**config.mk**
```make
export PLATFORM = sky130hd
export DESIGN_NAME = rf_write_arbiter
export DESIGN_NICKNAME = d
export VERILOG_FILES = /design/src/rtl/rf_ctrl_pkg.sv /design/src/rtl/rf_starve_cnt.sv /design/src/rtl/rf_write_arbiter.sv
export SDC_FILE = /design/constraint.sdc
export NUM_CORES = 1
export LEC_CHECK = 0
export CELL_PAD_IN_SITES_DETAIL_PLACEMENT = 1
export CELL_PAD_IN_SITES_GLOBAL_PLACEMENT = 2
export CORE_MARGIN = 1.5
export CORE_UTILIZATION = 23
export DETAILED_ROUTE_END_ITERATION = 6
export GPL_TIMING_DRIVEN = 0
export PLACE_DENSITY_LB_ADDON = 0.3
export SKIP_CTS_REPAIR_TIMING = 1
export SLEW_MARGIN = 20
export SYNTH_ARGS = -nofsm -noshare
export SYNTH_HDL_FRONTEND = slang
export SYNTH_SLANG_ARGS = --single-unit
```
**constraint.sdc**
```tcl
create_clock -name i_clk -period 8.2 [get_ports i_clk]
set_input_delay 2.46 -clock i_clk [delete_from_list [all_inputs] [get_ports i_clk]]
set_output_delay 2.46 -clock i_clk [all_outputs]
set_load 0.02 [all_outputs]
```
**src/rtl/rf_ctrl_pkg.sv**
```systemverilog
// Shared register-file control definitions: requester indices, geometry and
// address/data types used by the writeback arbiter.
package rf_ctrl_pkg;

    localparam int REQ_ALU  = 0;
    localparam int REQ_LOAD = 1;
    localparam int REQ_MDU  = 2;

    localparam int RF_ADDR_W = 5;
    localparam int RF_DATA_W = 32;
    localparam int RF_DEPTH  = 32;

    typedef logic [RF_ADDR_W-1:0] rf_addr_t;
    typedef logic [RF_DATA_W-1:0] rf_data_t;

endpackage

```
**src/rtl/rf_starve_cnt.sv**
```systemverilog
// Saturating wait counter for one writeback requester; flags the requester as
// starved once it has been stalled STARVE_LIMIT consecutive cycles.
module rf_starve_cnt #(
    parameter int STARVE_LIMIT = 4
) (
    input  logic i_clk,
    input  logic i_rst_n,
    input  logic i_valid,
    input  logic i_xfer,
    output logic o_starved
);

    localparam int CNT_W = $clog2(STARVE_LIMIT + 1);
    localparam logic [CNT_W-1:0] LIMIT = CNT_W'(STARVE_LIMIT);

    logic [CNT_W-1:0] cnt_reg;

    always_ff @(posedge i_clk) begin
        if (!i_rst_n) begin
            cnt_reg <= '0;
        end else if (!i_valid || i_xfer) begin
            cnt_reg <= '0;
        end else if (cnt_reg != LIMIT) begin
            cnt_reg <= cnt_reg + 1'b1;
        end
    end

    assign o_starved = (cnt_reg == LIMIT);

endmodule

```
**src/rtl/rf_write_arbiter.sv**
```systemverilog
// Arbitrates the single register-file write port among writeback sources and
// tracks registers with outstanding long-latency writes.
module rf_write_arbiter
    import rf_ctrl_pkg::*;
#(
    parameter int N_REQ        = 3,
    parameter int ADDR_W       = RF_ADDR_W,
    parameter int DATA_W       = RF_DATA_W,
    parameter int STARVE_LIMIT = 4
) (
    input  logic                      i_clk,
    input  logic                      i_rst_n,
    input  logic [N_REQ-1:0]          i_req_valid,
    input  logic [N_REQ*ADDR_W-1:0]   i_req_addr,
    input  logic [N_REQ*DATA_W-1:0]   i_req_data,
    output logic [N_REQ-1:0]          o_req_ready,
    input  logic                      i_iss_valid,
    input  logic [ADDR_W-1:0]         i_iss_addr,
    output logic                      o_we,
    output logic [ADDR_W-1:0]         o_wa,
    output logic [DATA_W-1:0]         o_wd,
    output logic [RF_DEPTH-1:0]       o_pending
);

    localparam int IDX_W = (N_REQ > 1) ? $clog2(N_REQ) : 1;

    logic [N_REQ-1:0]    starved;
    logic [N_REQ-1:0]    xfer_vec;
    logic [IDX_W-1:0]    gnt_idx;
    logic                gnt_any;
    logic                starve_hit;
    logic                xfer;
    logic [ADDR_W-1:0]   xfer_addr;
    logic [DATA_W-1:0]   xfer_data;

    logic                we_reg;
    logic [ADDR_W-1:0]   wa_reg;
    logic [DATA_W-1:0]   wd_reg;
    logic [RF_DEPTH-1:0] pending_reg;
    logic [RF_DEPTH-1:0] pending_next;

    genvar gi;
    generate
        for (gi = 0; gi < N_REQ; gi++) begin : g_cnt
            rf_starve_cnt #(
                .STARVE_LIMIT(STARVE_LIMIT)
            ) u_cnt (
                .i_clk    (i_clk),
                .i_rst_n  (i_rst_n),
                .i_valid  (i_req_valid[gi]),
                .i_xfer   (xfer_vec[gi]),
                .o_starved(starved[gi])
            );
        end
    endgenerate

    // Starved requesters preempt plain priority; lowest index wins within each tier.
    always_comb begin
        gnt_any    = 1'b0;
        gnt_idx    = '0;
        starve_hit = 1'b0;
        for (int i = N_REQ - 1; i >= 0; i--) begin
            if (i_req_valid[i] && starved[i]) begin
                starve_hit = 1'b1;
                gnt_idx    = IDX_W'(i);
            end
        end
        if (starve_hit) begin
            gnt_any = 1'b1;
        end else begin
            for (int i = N_REQ - 1; i >= 0; i--) begin
                if (i_req_valid[i]) begin
                    gnt_any = 1'b1;
                    gnt_idx = IDX_W'(i);
                end
            end
        end
    end

    assign xfer        = gnt_any && i_rst_n;
    assign o_req_ready = xfer ? (N_REQ'(1) << gnt_idx) : '0;
    assign xfer_vec    = i_req_valid & o_req_ready;
    assign xfer_addr   = i_req_addr[gnt_idx*ADDR_W +: ADDR_W];
    assign xfer_data   = i_req_data[gnt_idx*DATA_W +: DATA_W];

    // A newly issued writer outranks a retiring one on the same register.
    always_comb begin
        pending_next = pending_reg;
        if (xfer) begin
            pending_next[xfer_addr] = 1'b0;
        end
        if (i_iss_valid && (i_iss_addr != '0)) begin
            pending_next[i_iss_addr] = 1'b1;
        end
        pending_next[0] = 1'b0;
    end

    always_ff @(posedge i_clk) begin
        if (!i_rst_n) begin
            we_reg      <= 1'b0;
            wa_reg      <= '0;
            wd_reg      <= '0;
            pending_reg <= '0;
        end else begin
            pending_reg <= pending_next;
            we_reg      <= xfer && (xfer_addr != '0);
            if (xfer) begin
                wa_reg <= xfer_addr;
                wd_reg <= xfer_data;
            end
        end
    end

    assign o_we      = we_reg;
    assign o_wa      = wa_reg;
    assign o_wd      = wd_reg;
    assign o_pending = pending_reg;

endmodule

```
Word-level counts from Yosys, hierarchy flattened. Cells that the tools add are included.

Memory bits (writable): 0. Output and inout port bits: 73. Memories kept: 0. Bits in latches: 0. Register bits after elaboration: 79. ROM bits: 0. Word-level logic and storage cells: 70.

Add/subtract/negate cells: 3. Shifts and indexed selects: 3. Muxes and demuxes: 21. Equality and inequality tests: 6. Reductions and logical operators: 19. Div/mod/pow operators: 0. Multipliers: 1. Bitwise gates (word level): 5. Magnitude comparators: 4.

Operator list (count): indexed part select 96 x 8 -> 32 bit (1); 2-to-1 mux 32 bit (2); bitwise AND 32 bit (1); NOT 32 bit (1); OR 32 bit (1); indexed part select 15 x 6 -> 5 bit (1); 2-to-1 mux 2 bit (7); less-than comparator 5 x 6 -> 1 bit (second input constant) (2); demux 1 bit (select 5 bit) (2); >= comparator 5 x 1 -> 1 bit (second input constant) (2); nonzero test 5 bit (2); adder 3 x 1 -> 3 bit (second input constant) (3); equality test 3 bit (second input constant) (3); 2-to-1 mux 1 bit (9); != test 3 bit (second input constant) (3); logical AND 1 bit (8); OR reduction 2 bit (3); multiplier 2 x 3 -> 5 bit (second input constant) (1); bitwise AND 3 bit (1); zero test 1 bit (3); logical OR 1 bit (3); 2-to-1 mux 3 bit (1); left shift 1 x 2 -> 3 bit (first input constant) (1); NOT 1 bit (1).

Depth between registers and ports, before layout.
Depth in word-level cells: 20. Mapped depth: 10. Mapped depth without buffers: 8.

Modules after synthesis. Synthesis repeated with hierarchy kept, for this count alone.

Cells, all modules: 443. Area, all modules: 3857.4 um^2.

Modules (own cells, without submodules): rf_write_arbiter (sequential area each 1381.3 um^2, area each 3350.7 um^2, instances 1, cells an instance 389); rf_starve_cnt (sequential area each 60.1 um^2, area each 168.9 um^2, instances 3, cells an instance 18).

Worst setup path after synthesis. OpenSTA, ideal clock, no wires.

Kind: input port to output port. From: in i_req_valid[0]. To: out o_req_ready[2]. Arrival time: 3.716 ns. Cell stages on the path: 6. Setup slack: 2.024 ns. Required time: 5.740 ns. Cells stage by stage: or3_1 clkbuf_1 nand2_1 buf_2 clkbuf_1 nor2_1.

Longest elaborated chain between the ends: 8.

RTL lines: start: declaration (line rf_write_arbiter.sv:13) `input logic [N_REQ-1:0] i_req_valid,`; logical AND 1 bit (line rf_write_arbiter.sv:63) `if (i_req_valid[i] && starved[i]) begin`; 2-to-1 mux 2 bit (line rf_write_arbiter.sv:63); 2-to-1 mux 2 bit (3 in a row) (line rf_write_arbiter.sv:72) `if (i_req_valid[i]) begin`; 2-to-1 mux 2 bit (line rf_write_arbiter.sv:68) `if (starve_hit) begin`; left shift 1 x 2 -> 3 bit (line rf_write_arbiter.sv:81) `assign o_req_ready = xfer ? (N_REQ'(1) << gnt_idx) : '0;`; 2-to-1 mux 3 bit * (line rf_write_arbiter.sv:81); end: declaration (line rf_write_arbiter.sv:16) `output logic [N_REQ-1:0] o_req_ready,`.

Every way passes the cells marked *; elsewhere a longest branch is shown, timed or not.

Final worst setup path. Ends and elaborated chain as after synthesis.

==> reports/metrics.yaml <==
detailed_routing:
  viasPerCell: 5.08
  ant_nets: 0
  drt_iter0_markers: 158
  num_vias: 4712
  wl_per_cell_um: 20.1
  first_pass_iters: 4
  drc_errors: 0
  routed_wl_um: 18600
worst_setup_path:
  worst_setup_path_start_kind: "input pin"
  path_cells: "clkdlybuf4s50_1 -> or3_1 -> clkbuf_1 -> nand2_1 -> buf_2 -> clkbuf_1 -> nor2_1 -> clkdlybuf4s50_1"
  crit_path_top_delay_cell: "clkdlybuf4s50_1"
  cp-startpoint: "i_req_valid[0]"
  cp.required_ns: 5.74
  path_delay_family: "buffers and inverters"
  rr_startpoint: "g_cnt[0].u_cnt.cnt_reg[0]"
  crit_path_max_fanout: 10
  max_stage_delay_ns: 0.57
  critical_path_buf_inv_count: 5
  r2r_slack_ns: 5.30
  cp-end-kind: "output port"
  arrival_ns: 5.30
  critPathKind: "in2out"
logic_synthesis:
  ys_ff_latch: 78
  syn_area_um2: 3980
  syn-instance-count: 499
  ys_top_cells_by_area: "dfxtp_1 (39%), o21ai_0 (7.3%), nand2_1 (6.6%)"
  syn_area_per_cell_um2: 7.97
  postSynthNetCount: 627
  synth_top_cell_area_share_pct: 39.2
  yosysSeqAreaShare_pct: 39.2
  yosysWarnings: 0
  synth_cell_types: 48
  ys.flop_type: "dfxtp_1"
  synth_area_leader_cell: "dfxtp_1"
  async_reset_ff_share_pct: 0
  synth_edf_count: 0
layout:
  largest_register_ffs: 32
  final_common_cell: "clkdlybuf4s50_1"
  fillerInstances: 1977
  diodes: 0
  drive_gt1_share_pct: 5.52
  layout.nets: 830
  area_growth_pct: 62.8
  final_area_um2: 6480
  most-common-layout-cells: "clkdlybuf4s50_1 (192), dfxtp_1 (78), nand2_1 (70)"
  fin_cells: 927
  regArea_um2: 1560
  multi_input_area_um2: 2190
timing:
  worst_slew_pin_slew_ns: 0.928
  tns_ns: 0
  finalHoldViolations: 0
  grt_setup_unrepaired: "no"
  relSlewSlack_pct: 37.6
  drv_slew: 0
  min_period_over_period_pct: 94.6
  fmaxAchievable_ghz: 0.129
  setup_viol: 0
  clock_skew_ns: 0.00730
  period_needed_ns: 7.76
grt:
  grt_max_degree: 13
  grt_pass1_wl_um: 28600
  antenna_found_initial: 0
  track_usage_pct: 20.4
  grt_overflow: 0
  grt_pass1_vias: 5027
floorplanning:
  die_h_um: 135
  initial_utilization_pct: 23.7
  io_pins: 195
  die-area_um2: 18100
  coreArea_um2: 16800
  fp.dieW_um: 135
  rows: 47
clock_network:
  clockBufferDepth: 2
  clock_sinks: 78
  numCtsBuffers: 9
  clkTransAtPathRegs_ns: 0.06
  cts-root-buf: "clkbuf_16"
  cts_tree: "done"
  h-tree-depth: 3
  clk_latency_ns: 0.34
placement:
  place.gp.congestion: 0.771
  port_buffers: 192
  dpl_cell_area_um2: 6180
  hpwl_um: 14500
  dp_cells: 911
status:
  status: "completed"
worst_hold_path:
  hold_start: "g_cnt[2].u_cnt.cnt_reg[1]"
  worstHoldPathType: "reg2reg"
pwr:
  peakVddDrop_mv: 0.0963
  power.density_nw_per_um2: 165
  p_total_mw: 1.07
  p_leak_nw: 2.31
flow_run:
  cap_violations: 0
[power breakdown]
| group | leakage, nW | internal (mW) | switching, mW |
|---|---|---|---|
| registers | 0.640 | 0.398 | 0.0105 |
| logic | 1.52 | 0.121 | 0.125 |
| clock network | 0.146 | 0.252 | 0.160 |
[cell type report]
type                            instances  share of cell area (%)
Clock inverter                          3                   0.657
Buffer                                 38                    2.88
Inverter                               11                   0.637
Timing Repair Buffer                  192                    29.7
Clock buffer                           13                    4.02
Multi-Input combinational cell        372                    33.8
Tap cell                              220                    4.25
Sequential cell                        78                    24.1
[final timing paths]
| kind | endpoint | depth (start not counted) |
|---|---|---|
| setup / recovery | o_req_ready[2] | 8 |
| hold reg to reg | g_cnt[2].u_cnt.cnt_reg[1] | 2 |
| setup reg to reg | o_pending[26] | 8 |
| hold / removal | g_cnt[2].u_cnt.cnt_reg[1] | 2 |
[stage by stage]
step,hold WS (ns),setup WS [ns],utilization [%]
floorplan,0.449,2.02,-
global placement,0.460,0.394,36.8
detailed placement,0.478,0.378,36.8
CTS,0.486,0.367,38.7
global route,0.516,0.241,38.7
finish,0.480,0.442,38.7
[synth_stat cells, drive strengths merged (4+ instances only)]
cell type,count
nor2b,8
nor2,44
buf,11
ha,6
a21oi,36
o211a,5
nand3,12
a31oi,24
inv,11
a21boi,10
nor4,8
o211ai,5
nand4,4
nor3,18
a222oi,8
a221oi,24
nand2,71
and2,4
dfxtp,78
clkbuf,27
o21ai,60
[tightest hold or removal path, stage by stage (launching register included)]
cell and delay [ns]:
dfxtp_1 0.32, nand2_1 0.06, a21oi_1 0.05
[per-layer routing]
metal | vias up | track usage, % | share of wire [%]
met5 | - | 0 | 0
met4 | 0 | 6.45 | 1.9
met3 | 21 | 3.23 | 4.9
met2 | 155 | 36.8 | 49
met1 | 2293 | 24.8 | 44
li1 | 2243 | - | -
[cells by family (layout without fill, tap and decap cells)]
family | after synthesis | in the layout | synth area share (%)
AO/OA/AOI/OAI | 181 | 181 | 30.6
AND/OR/NAND/NOR | 180 | 180 | 21.5
flip-flops | 78 | 78 | 39.2
buffers and inverters | 49 | 257 | 5.72
adder cells (fa/ha/maj) | 6 | 6 | 1.89
XOR/XNOR | 3 | 3 | 0.660
other | 1 | 1 | 0.0942
multiplexers | 1 | 1 | 0.252
(Power assumes the default switching activity.)
